File: config.mk
export PLATFORM = sky130hd
export DESIGN_NAME = config_word_packer
export DESIGN_NICKNAME = d
export VERILOG_FILES = /design/src/rtl/config_pkg.sv /design/src/rtl/config_activity_timer.sv /design/src/rtl/config_word_packer.sv
export SDC_FILE = /design/constraint.sdc
export NUM_CORES = 1
export LEC_CHECK = 0
export CORE_MARGIN = 2
export CORE_UTILIZATION = 55
export CTS_CLUSTER_SIZE = 14
export DETAILED_ROUTE_END_ITERATION = 6
export GPL_TIMING_DRIVEN = 0
export PLACE_DENSITY = 0.84
export SYNTH_ARGS = -nofsm -noshare
export SYNTH_HDL_FRONTEND = slang
export SYNTH_SLANG_ARGS = --single-unit
File: constraint.sdc
create_clock -name CLK -period 4.25 [get_ports CLK]
set_input_delay 0.6375 -clock CLK [delete_from_list [all_inputs] [get_ports CLK]]
set_output_delay 0.6375 -clock CLK [all_outputs]
set_load 0.02 [all_outputs]
File: src/rtl/config_pkg.sv
// config_pkg: shared widths, sync word and packer state encoding for the config path
package config_pkg;
  localparam int CONFIG_WORD_WIDTH = 32;
  localparam int CONFIG_BYTE_WIDTH = 8;
  localparam logic [31:0] CONFIG_SYNC_WORD = 32'hFAB0_FAB1;
  typedef enum logic {IDLE, ACTIVE} packer_state_e;
endpackage

File: src/rtl/config_activity_timer.sv
// config_activity_timer: idle-cycle counter with reload, saturation at the limit and an expire flag
module config_activity_timer #(
  parameter int TimeoutCycles = 10000,
  parameter int TimeoutWidth = 16
) (
  input  logic CLK,
  input  logic Reset,
  input  logic Active,
  input  logic Reload,
  input  logic Clear,
  output logic Expire
);
  localparam logic [TimeoutWidth-1:0] Limit = TimeoutWidth'(TimeoutCycles);
  logic [TimeoutWidth-1:0] count;
  assign Expire = Active && count == Limit;
  always_ff @(posedge CLK) begin
    if (Reset || Reload || Clear || !Active) count <= '0;
    else if (count != Limit) count <= count + TimeoutWidth'(1);
  end
endmodule

File: src/rtl/config_word_packer.sv
// config_word_packer: packs a byte stream into big-endian 32-bit config words with an idle timeout.
// CONFIG_PACKER_CHECKSUM_EN enables the per-session running byte sum on Checksum.
module config_word_packer
  import config_pkg::*;
#(
  parameter int TimeoutCycles = 10000,
  parameter int TimeoutWidth = 16
) (
  input  logic                         CLK,
  input  logic                         Reset,
  input  logic [CONFIG_BYTE_WIDTH-1:0] RxData,
  input  logic                         RxValid,
  output logic [CONFIG_WORD_WIDTH-1:0] WriteData,
  output logic                         WriteStrobe,
  output logic                         ComActive,
  output logic                         WordDropped,
  output logic [CONFIG_BYTE_WIDTH-1:0] Checksum
);
  localparam int PartialWidth = CONFIG_WORD_WIDTH - CONFIG_BYTE_WIDTH;
  packer_state_e state, state_next;
  logic [1:0] byte_idx;
  logic [PartialWidth-1:0] partial;
  logic expire, timeout;
  config_activity_timer #(.TimeoutCycles(TimeoutCycles), .TimeoutWidth(TimeoutWidth)) u_timer (
    .CLK(CLK),
    .Reset(Reset),
    .Active(state == ACTIVE),
    .Reload(RxValid),
    .Clear(timeout),
    .Expire(expire)
  );
  // a byte arriving on the expiry cycle keeps the session open
  assign timeout = expire && !RxValid;
  assign ComActive = state == ACTIVE;
  always_comb begin
    state_next = state;
    state_next = state == IDLE ? (RxValid ? ACTIVE : IDLE) : (timeout ? IDLE : ACTIVE);
  end
  always_ff @(posedge CLK) begin
    if (Reset) begin
      state <= IDLE;
      byte_idx <= '0;
      partial <= '0;
      WriteData <= '0;
      WriteStrobe <= 1'b0;
      WordDropped <= 1'b0;
    end else begin
      state <= state_next;
      WriteStrobe <= RxValid && byte_idx == 2'd3;
      WordDropped <= timeout && byte_idx != 2'd0;
      if (RxValid) begin
        byte_idx <= byte_idx + 2'd1;
        partial <= byte_idx == 2'd3 ? '0 : {partial[PartialWidth-CONFIG_BYTE_WIDTH-1:0], RxData};
        if (byte_idx == 2'd3) WriteData <= {partial, RxData};
      end else if (timeout) begin
        byte_idx <= '0;
        partial <= '0;
      end
    end
  end
`ifdef CONFIG_PACKER_CHECKSUM_EN
  logic [CONFIG_BYTE_WIDTH-1:0] sum;
  always_ff @(posedge CLK) begin
    if (Reset) sum <= '0;
    else if (RxValid) sum <= (state == IDLE ? 8'h00 : sum) + RxData;
  end
  assign Checksum = sum;
`else
  assign Checksum = '0;
`endif
endmodule

==> metrics.log, run 1 <==
[metrics] skew final: around 4.5 ps
[metrics] clock-pin slew of the registers on the worst-case setup and hold paths: roughly 70 ps
[metrics] required time reported for the critical path endpoint: between 3000 and 4000 ps
[metrics] Period minus WS final: 2000 ps
[metrics] number of nets in the layout: a little under 400
[metrics] CTS Buf Count: 9
[metrics] CTS max path bufs: 2
[metrics] worst reg2reg path startpoint: byte_idx[0]
[metrics] Yosys warning total: 0
[metrics] layout-stage area growth over the synthesis result: 26.6%
[metrics] area inside the core boundary: between 5000 and 6000 µm²
[metrics] Max Clk Rate: between 0.5 and 0.6 GHz
[metrics] crit-path leading delay family: buffers and inverters
[metrics] total wire length: roughly 6000 µm
[metrics] Die H: around 76 µm
[metrics] pin count of the biggest net entering global routing: 13
[metrics] Initial Utilization: a little under three fifths
[metrics] total track usage: between 20% and 30%
[metrics] post-synthesis cell area: about 2900 µm²
[metrics] H-tree lvl count: 3
[metrics] number of enable flip-flop cells after synthesis: 0
[metrics] area share of the leading cell type in the synthesized netlist: a little over half
[metrics] Antenna Cells: 0
[metrics] Async S/R FF share, synth: 0%
[metrics] setup-violating endpoint count in the final report: 0
[metrics] routed len/inst: roughly 13 µm
[metrics] clock tree from TritonCTS: done
[metrics] IR Drop Worst-Case VDD: between 0.2 and 0.3 mV
[metrics] number of antenna violations at the first check in global routing: 0
[metrics] die outline width: 76.3 µm
[metrics] CP Class: flop to output pin
[metrics] Antenna Nets Post-Route: 0
[metrics] number of instances in the synthesized netlist: 310
[metrics] fraction of the yosys area taken by sequential cells: between 50 and 60%
[metrics] drt initial violations: ~130
[metrics] total number of vias: between 2000 and 2500
[metrics] run status: complete, no violations
[metrics] Buf+Inv Stages, Crit Path: 1
[metrics] number of optimization iterations in the first detailed-route pass: 4
[metrics] hold path endpoint: WriteData[13]
[metrics] number of fill cells in the layout: 391
[metrics] cells traversed along the worst timing path: clkdlybuf4s50_1
[metrics] routability congestion estimate from global placement: approximately 0.84
[metrics] number of library cell types mapped by synthesis: 30
[metrics] type of destination of the critical path: output pin
[metrics] later-pin clock latency in the skew report: between 300 and 400 ps
[metrics] master of the slowest instance on the critical path: sky130_fd_sc_hd__clkdlybuf4s50_1
[metrics] root buffer cell: sky130_fd_sc_hd__clkbuf_8
[metrics] endpoint arrival time on the critical path: 1360 ps
[metrics] average footprint of a synthesized cell: between 9 and 10 µm²
[metrics] count of unresolved DRC violations after routing: 0
[metrics] max-capacitance violation count: 0
[metrics] final-report max-slew violation count: 0
[metrics] Critical path origin: ComActive
[metrics] dominant synthesized flop cell: sky130_fd_sc_hd__dfxtp_1
[metrics] accumulated negative setup slack: 0 ps
[metrics] count of buffers inserted at the top-level ports: 44
[metrics] DP Area: between 3000 and 4000 µm²
[metrics] Num Clock Sinks: just under 80
[metrics] Power per Cell Area: ~380 nW/µm²
[metrics] RSZ-0062 raised after global routing: no
[metrics] number of cell instances on the worst register-to-register path: 6
[metrics] cts repair resizes: 0
[metrics] Final Hold Violating Endpoints: 0
[metrics] leak pwr: 1.30 nW
[metrics] setup slack of the worst register-to-register path: between 2000 and 3000 ps
[metrics] post-route standard cell area excluding fillers: approximately 3600 µm²
[metrics] path category of the worst min-delay check: flop to flop
[metrics] Vias per Instance: between 5 and 6
[metrics] total grt overflow: 0
[metrics] top post-synthesis cells by area: sky130_fd_sc_hd__dfxtp_1 (54%), sky130_fd_sc_hd__nand2_1 (9.0%), sky130_fd_sc_hd__a22o_1 (5.8%)
[metrics] Startpoint Class: flop
[metrics] share of final-layout standard cells stronger than drive strength 1: ~11%
[metrics] library cell with the largest summed area after synthesis: sky130_fd_sc_hd__dfxtp_1
[metrics] register bit count reported by yosys: 77
[metrics] hold wc startpoint: WriteData[13]
[metrics] combined flip-flop and latch cell area: between 1500 and 2000 µm²
[metrics] area enclosed by the die boundary: slightly below 6000 µm²
[metrics] area of the multi-input gates: 1160 µm²
[metrics] depth of the worst hold-timing path: 2
[metrics] setup bufs post-CTS: 0
[metrics] number of global-route vias before repair: about 2200
[metrics] Crit Reg-Reg Endpoint: WriteData[8]
[metrics] estimated wirelength of the detail-placed design: roughly 4100 µm
[metrics] number of hold buffers added after cts: 0
[metrics] critical path's largest stage delay: 630 ps
[metrics] first-pass GRT wire length: 9950 µm
[metrics] instance count on the critical path: 1
[metrics] Site Rows: 26
[metrics] part of the cycle the worst path needs: 47.0%
[metrics] number of top-level design ports: 54
[metrics] worst-path fanout max: 5
==> cells in the mapped netlist (2+ instances only) <==
cell type and n:
sky130_fd_sc_hd__nor4b_2 2, sky130_fd_sc_hd__a22o_2 5, sky130_fd_sc_hd__nand2_1 69, sky130_fd_sc_hd__nor3_1 4
sky130_fd_sc_hd__nand3_1 6, sky130_fd_sc_hd__buf_2 3, sky130_fd_sc_hd__a21oi_1 33, sky130_fd_sc_hd__buf_6 2
sky130_fd_sc_hd__nor2_1 24, sky130_fd_sc_hd__nand4_1 3, sky130_fd_sc_hd__buf_4 8, sky130_fd_sc_hd__buf_8 2
sky130_fd_sc_hd__ha_1 4, sky130_fd_sc_hd__a22o_1 19, sky130_fd_sc_hd__xor2_1 3, sky130_fd_sc_hd__nand4_2 2
sky130_fd_sc_hd__xnor2_1 11, sky130_fd_sc_hd__nor4_1 4, sky130_fd_sc_hd__inv_1 9, sky130_fd_sc_hd__clkbuf_1 11
sky130_fd_sc_hd__dfxtp_1 77
==> worst reg2reg max path: cells and delay by family, from the launching register on <==
family	cells	cell delay, ps
AOI/OAI and AO/OA	1	140
adders and majority gates	1	210
buffers and inverters	2	600
DFF	1	380
and+or+nand+nor	2	270
==> layout by cell type, fill, tap and decap left out, types with 4 or more instances in the layout <==
| master | instances |
|---|---|
| sky130_fd_sc_hd__a21oi_1 | 33 |
| sky130_fd_sc_hd__a22o_1 | 19 |
| sky130_fd_sc_hd__a22o_2 | 5 |
| sky130_fd_sc_hd__buf_4 | 8 |
| sky130_fd_sc_hd__clkbuf_1 | 12 |
| sky130_fd_sc_hd__clkbuf_8 | 12 |
| sky130_fd_sc_hd__clkdlybuf4s50_1 | 44 |
| sky130_fd_sc_hd__conb_1 | 8 |
| sky130_fd_sc_hd__dfxtp_1 | 77 |
| sky130_fd_sc_hd__ha_1 | 4 |
| sky130_fd_sc_hd__inv_1 | 9 |
| sky130_fd_sc_hd__nand2_1 | 69 |
| sky130_fd_sc_hd__nand3_1 | 6 |
| sky130_fd_sc_hd__nor2_1 | 24 |
| sky130_fd_sc_hd__nor3_1 | 4 |
| sky130_fd_sc_hd__nor4_1 | 4 |
| sky130_fd_sc_hd__xnor2_1 | 11 |
==> cell type report <==
class / instances / area share [%]
Tap cell: 70 / 2.41
Timing Repair Buffer: 44 / 12.1
Inverter: 9 / 0.928
Clock buffer: 13 / 4.64
Sequential cell: 77 / 42.3
Clock inverter: 3 / 1.17
Buffer: 26 / 4.64
Multi-Input combinational cell: 205 / 31.8
==> power breakdown <==
group	switching [mW]	internal (mW)
combinational	0.0378	0.0327
sequential	0.0112	0.733
clock	0.256	0.319
==> kinds of logic after synthesis <==
| kind of cell | synth area share, % |
|---|---|
| simple gates | 19.1 |
| flops | 53.6 |
| compound gates | 14.1 |
| buf+inv | 7.05 |
| xor+xnor | 4.26 |
| fa+ha+maj | 1.74 |
| other cells | 0.130 |
==> how the worst max path moves through the flow <==
stage,endpoint
after global placement,WriteData[22]
after global routing,WriteData[8]
after detailed placement,WriteData[22]
after floorplan,partial[1]
after CTS,ComActive
final,ComActive
==> flip-flops by register name (all words and copies together) (netlist names) <==
name,cells
u_timer.count,16
ComActive,1
WriteData,32
partial,24
WriteStrobe,1
byte_idx,2
WordDropped,1
==> metrics by stage <==
stage	total power, mW	std cells	hold WS (ps)	worst slack (ps)	utilization [%]
global placement	0.829	431	442	1970	67.6
CTS	1.39	447	458	2240	71.7
detailed placement	0.831	431	447	1970	67.6
global route	1.43	447	475	2110	71.7
floorplan	0.805	317	430	2620	-
finish	1.39	447	458	2250	71.7
==> routing by layer <==
layer,vias to the layer above,global-route usage [%],wire length [µm]
met1,1059,26.2,2710
met5,-,0,0
met2,62,35.1,2810
met3,13,4.74,296
li1,1147,-,-
met4,0,11.3,155
No activity file was read; power rests on OpenSTA's default activity.
==> run 2: changes to the inputs <==
Settings changed: CORE_UTILIZATION 55 to 51, PLACE_DENSITY 0.84 to 0.78.
Clock period 4.25 ns to 2.1 ns, I/O delays scaled along.
==> run 2 against run 1 <==
Effect of this change: combinational power is 100% higher; core utilization is 5.6 points lower; wire length is 3.2% lower; clock power is 79% higher; power is 93% higher; critical path depth is 5 higher; final area is 0.62% lower; register-to-register slack worse by 2200 ps; setup slack worse by 1900 ps; critical path type is now flop to flop.
==> metrics.log, run 2 (same netlist as run 1, synthesis figures left out) <==
[metrics] run status: complete, no violations
[metrics] accumulated negative setup slack: 0 ps (unchanged)
[metrics] Die H: 79.1 µm (+3.6%)
[metrics] Antenna Cells: 0 (unchanged)
[metrics] CP Class: flop to flop
[metrics] most common cell after layout, fill and taps aside: sky130_fd_sc_hd__dfxtp_1
[metrics] area inside the core boundary: 5470 µm² (+7.8%)
[metrics] leading cell types in the layout, fill and taps excluded: sky130_fd_sc_hd__dfxtp_1 (77), sky130_fd_sc_hd__nand2_1 (69), sky130_fd_sc_hd__clkdlybuf4s50_1 (44), sky130_fd_sc_hd__a21oi_1 (33), sky130_fd_sc_hd__nor2_1 (24)
[metrics] path category of the worst min-delay check: primary input to flop
[metrics] power after layout: 2.68 mW (+93%)
[metrics] area enclosed by the die boundary: 6250 µm² (+7.4%)
[metrics] IR Drop Worst-Case VDD: 0.482 mV (+81%)
[metrics] depth of the worst hold-timing path: 2 (unchanged)
[metrics] clock tree from TritonCTS: done
[metrics] layout-stage area growth over the synthesis result: 25.8%
[metrics] top flop regs: WriteData: 32 flops, partial: 24 flops, u_timer.count: 16 flops
[metrics] total number of vias: 2251 (-1.3%)
[metrics] hold path endpoint: WriteData[1]
[metrics] clock-pin slew of the registers on the worst-case setup and hold paths: 80 ps (about the same)
[metrics] type of destination of the critical path: flop
[metrics] count of unresolved DRC violations after routing: 0 (unchanged)
[metrics] Period minus WS final: 1750 ps
[metrics] Power per Cell Area: 740 nW/µm² (+94%)
[metrics] setup slack of the worst register-to-register path: 350 ps (-2230 ps)
[metrics] routed len/inst: 12.9 µm (-3.6%)
[metrics] worst reg2reg path startpoint: byte_idx[0]
[metrics] endpoint arrival time on the critical path: 2030 ps (+670 ps)
[metrics] total track usage: 20.4% (-1.0 points)
[metrics] Vias per Instance: 5.01 (-1.8%)
[metrics] uppermost metal layer occupied by signal nets: met4
[metrics] number of antenna violations at the first check in global routing: 0 (unchanged)
[metrics] Num Clock Sinks: 77 (unchanged)
[metrics] number of optimization iterations in the first detailed-route pass: 4 (unchanged)
[metrics] number of nets in the layout: 387 (unchanged)
[metrics] Crit Reg-Reg Endpoint: WriteData[17]
[metrics] total grt overflow: 0 (unchanged)
[metrics] Site Rows: 27 (+3.8%)
[metrics] Max Clk Rate: around 0.57 GHz
[metrics] later-pin clock latency in the skew report: 360 ps (+20 ps)
[metrics] estimated wirelength of the detail-placed design: 4090 µm (-0.83%)
[metrics] hold wc startpoint: Reset
[metrics] Met1 Wirelength: 2860 µm (+5.6%)
[metrics] share of final-layout standard cells stronger than drive strength 1: 11.1% (+0.27 points)
[metrics] count of buffers inserted at the top-level ports: 44 (unchanged)
[metrics] number of global-route vias before repair: 2131 (-3.2%)
[metrics] CTS max path bufs: 2 (unchanged)
[metrics] number of hold buffers added after cts: 0 (unchanged)
[metrics] Final Hold Violating Endpoints: 0 (unchanged)
[metrics] max-capacitance violation count: 0 (unchanged)
[metrics] skew final: 15.4 ps (+11.0 ps)
[metrics] routability congestion estimate from global placement: 0.838 (+0.23%)
[metrics] worst-path fanout max: 10 (+5)
[metrics] drt initial violations: 88 (-31%)
[metrics] Initial Utilization: 52.5% (-4.1 points)
[metrics] required time reported for the critical path endpoint: 2380 ps (-1230 ps)
[metrics] number of top-level design ports: 54 (unchanged)
[metrics] root buffer cell: sky130_fd_sc_hd__clkbuf_8
[metrics] first-pass GRT wire length: 9830 µm (-1.2%)
[metrics] part of the cycle the worst path needs: roughly 83%
[metrics] met2 wire length: 2520 µm (-10%)
[metrics] setup bufs post-CTS: 0 (unchanged)
[metrics] final-report max-slew violation count: 0 (unchanged)
[metrics] number of cell instances on the worst register-to-register path: 6 (unchanged)
[metrics] CTS Buf Count: 9 (unchanged)
[metrics] leak pwr: 1.29 nW (-0.79%)
[metrics] post-route standard cell area excluding fillers: 3620 µm² (-0.62%)
[metrics] RSZ-0062 raised after global routing: no
[metrics] cts repair resizes: 0 (unchanged)
[metrics] flip-flop count of the largest register after layout: 32 (unchanged)
[metrics] DP Area: 3430 µm² (about the same)
[metrics] Startpoint Class: flop
[metrics] die outline width: 79.1 µm (+3.6%)
[metrics] Antenna Nets Post-Route: 0 (unchanged)
[metrics] pin count of the biggest net entering global routing: 14 (+1)
[metrics] H-tree lvl count: 3 (unchanged)
[metrics] amount of wire on met3 after detailed routing: 275 µm (-7.1%)
[metrics] setup-violating endpoint count in the final report: 0 (unchanged)
[metrics] register bank with the most flops: WriteData
[metrics] total wire length: 5780 µm (-3.2%)
## run 2: cell types whose count changed in the layout (fill, tap and decap cells not counted)
cell,delta
sky130_fd_sc_hd__bufinv_16,-1
sky130_fd_sc_hd__clkbuf_1,-1
sky130_fd_sc_hd__clkbuf_8,-1
sky130_fd_sc_hd__clkinv_2,+1
sky130_fd_sc_hd__clkinv_4,+2
## run 2: critical path, cell delays in order (launching register included)
cell and delay, ps:
sky130_fd_sc_hd__dfxtp_1 390, sky130_fd_sc_hd__ha_1 220, sky130_fd_sc_hd__and2_1 140, sky130_fd_sc_hd__clkbuf_1 230
sky130_fd_sc_hd__clkbuf_1 400, sky130_fd_sc_hd__nand2_1 150, sky130_fd_sc_hd__a21oi_1 140
## run 2: cell type report
| class | instances | area, µm² |
|---|---|---|
| multi-input cells | 205 | 1160 |
| well taps | 72 | 90.1 |
| clock buffers | 11 | 151 |
| clock inverters | 5 | 35.0 |
| fillers | 485 | 1850 |
| plain buffers | 26 | 169 |
| inverters | 9 | 33.8 |
| flip-flops and latches | 77 | 1540 |
| repair buffers | 44 | 440 |
## run 2: worst max path at each step
stage	from	to	slack (ps)
floorplan	u_timer.count[2]	partial[10]	570
global placement	RxValid	WriteData[15]	100
detailed placement	RxValid	WriteData[17]	130
CTS	byte_idx[0]	WriteData[17]	380
global route	byte_idx[0]	WriteData[28]	210
finish	byte_idx[0]	WriteData[17]	350
## run 2: per-stage QoR
stage / utilization, % / std cells / hold slack, ps / setup slack, ps
after floorplan: - / 317 / 430 / 570
after global placement: 62.7 / 433 / 442 / 103
after detailed placement: 62.7 / 433 / 449 / 130
after CTS: 66.1 / 449 / 348 / 378
after global routing: 66.1 / 449 / 382 / 210
final: 66.1 / 449 / 356 / 354
## run 2: per-layer routing
metal | vias to the layer above | GRT usage, %
met2 | 60 | 31.0
met4 | 0 | 11.4
met3 | 11 | 4.55
met5 | - | 0
li1 | 1153 | -
met1 | 1027 | 26.8
## run 2: power breakdown
group	internal, mW	switching (mW)	leakage, nW
registers	1.48	0.0208	0.623
logic	0.0660	0.0765	0.576
clock network	0.493	0.538	0.0953
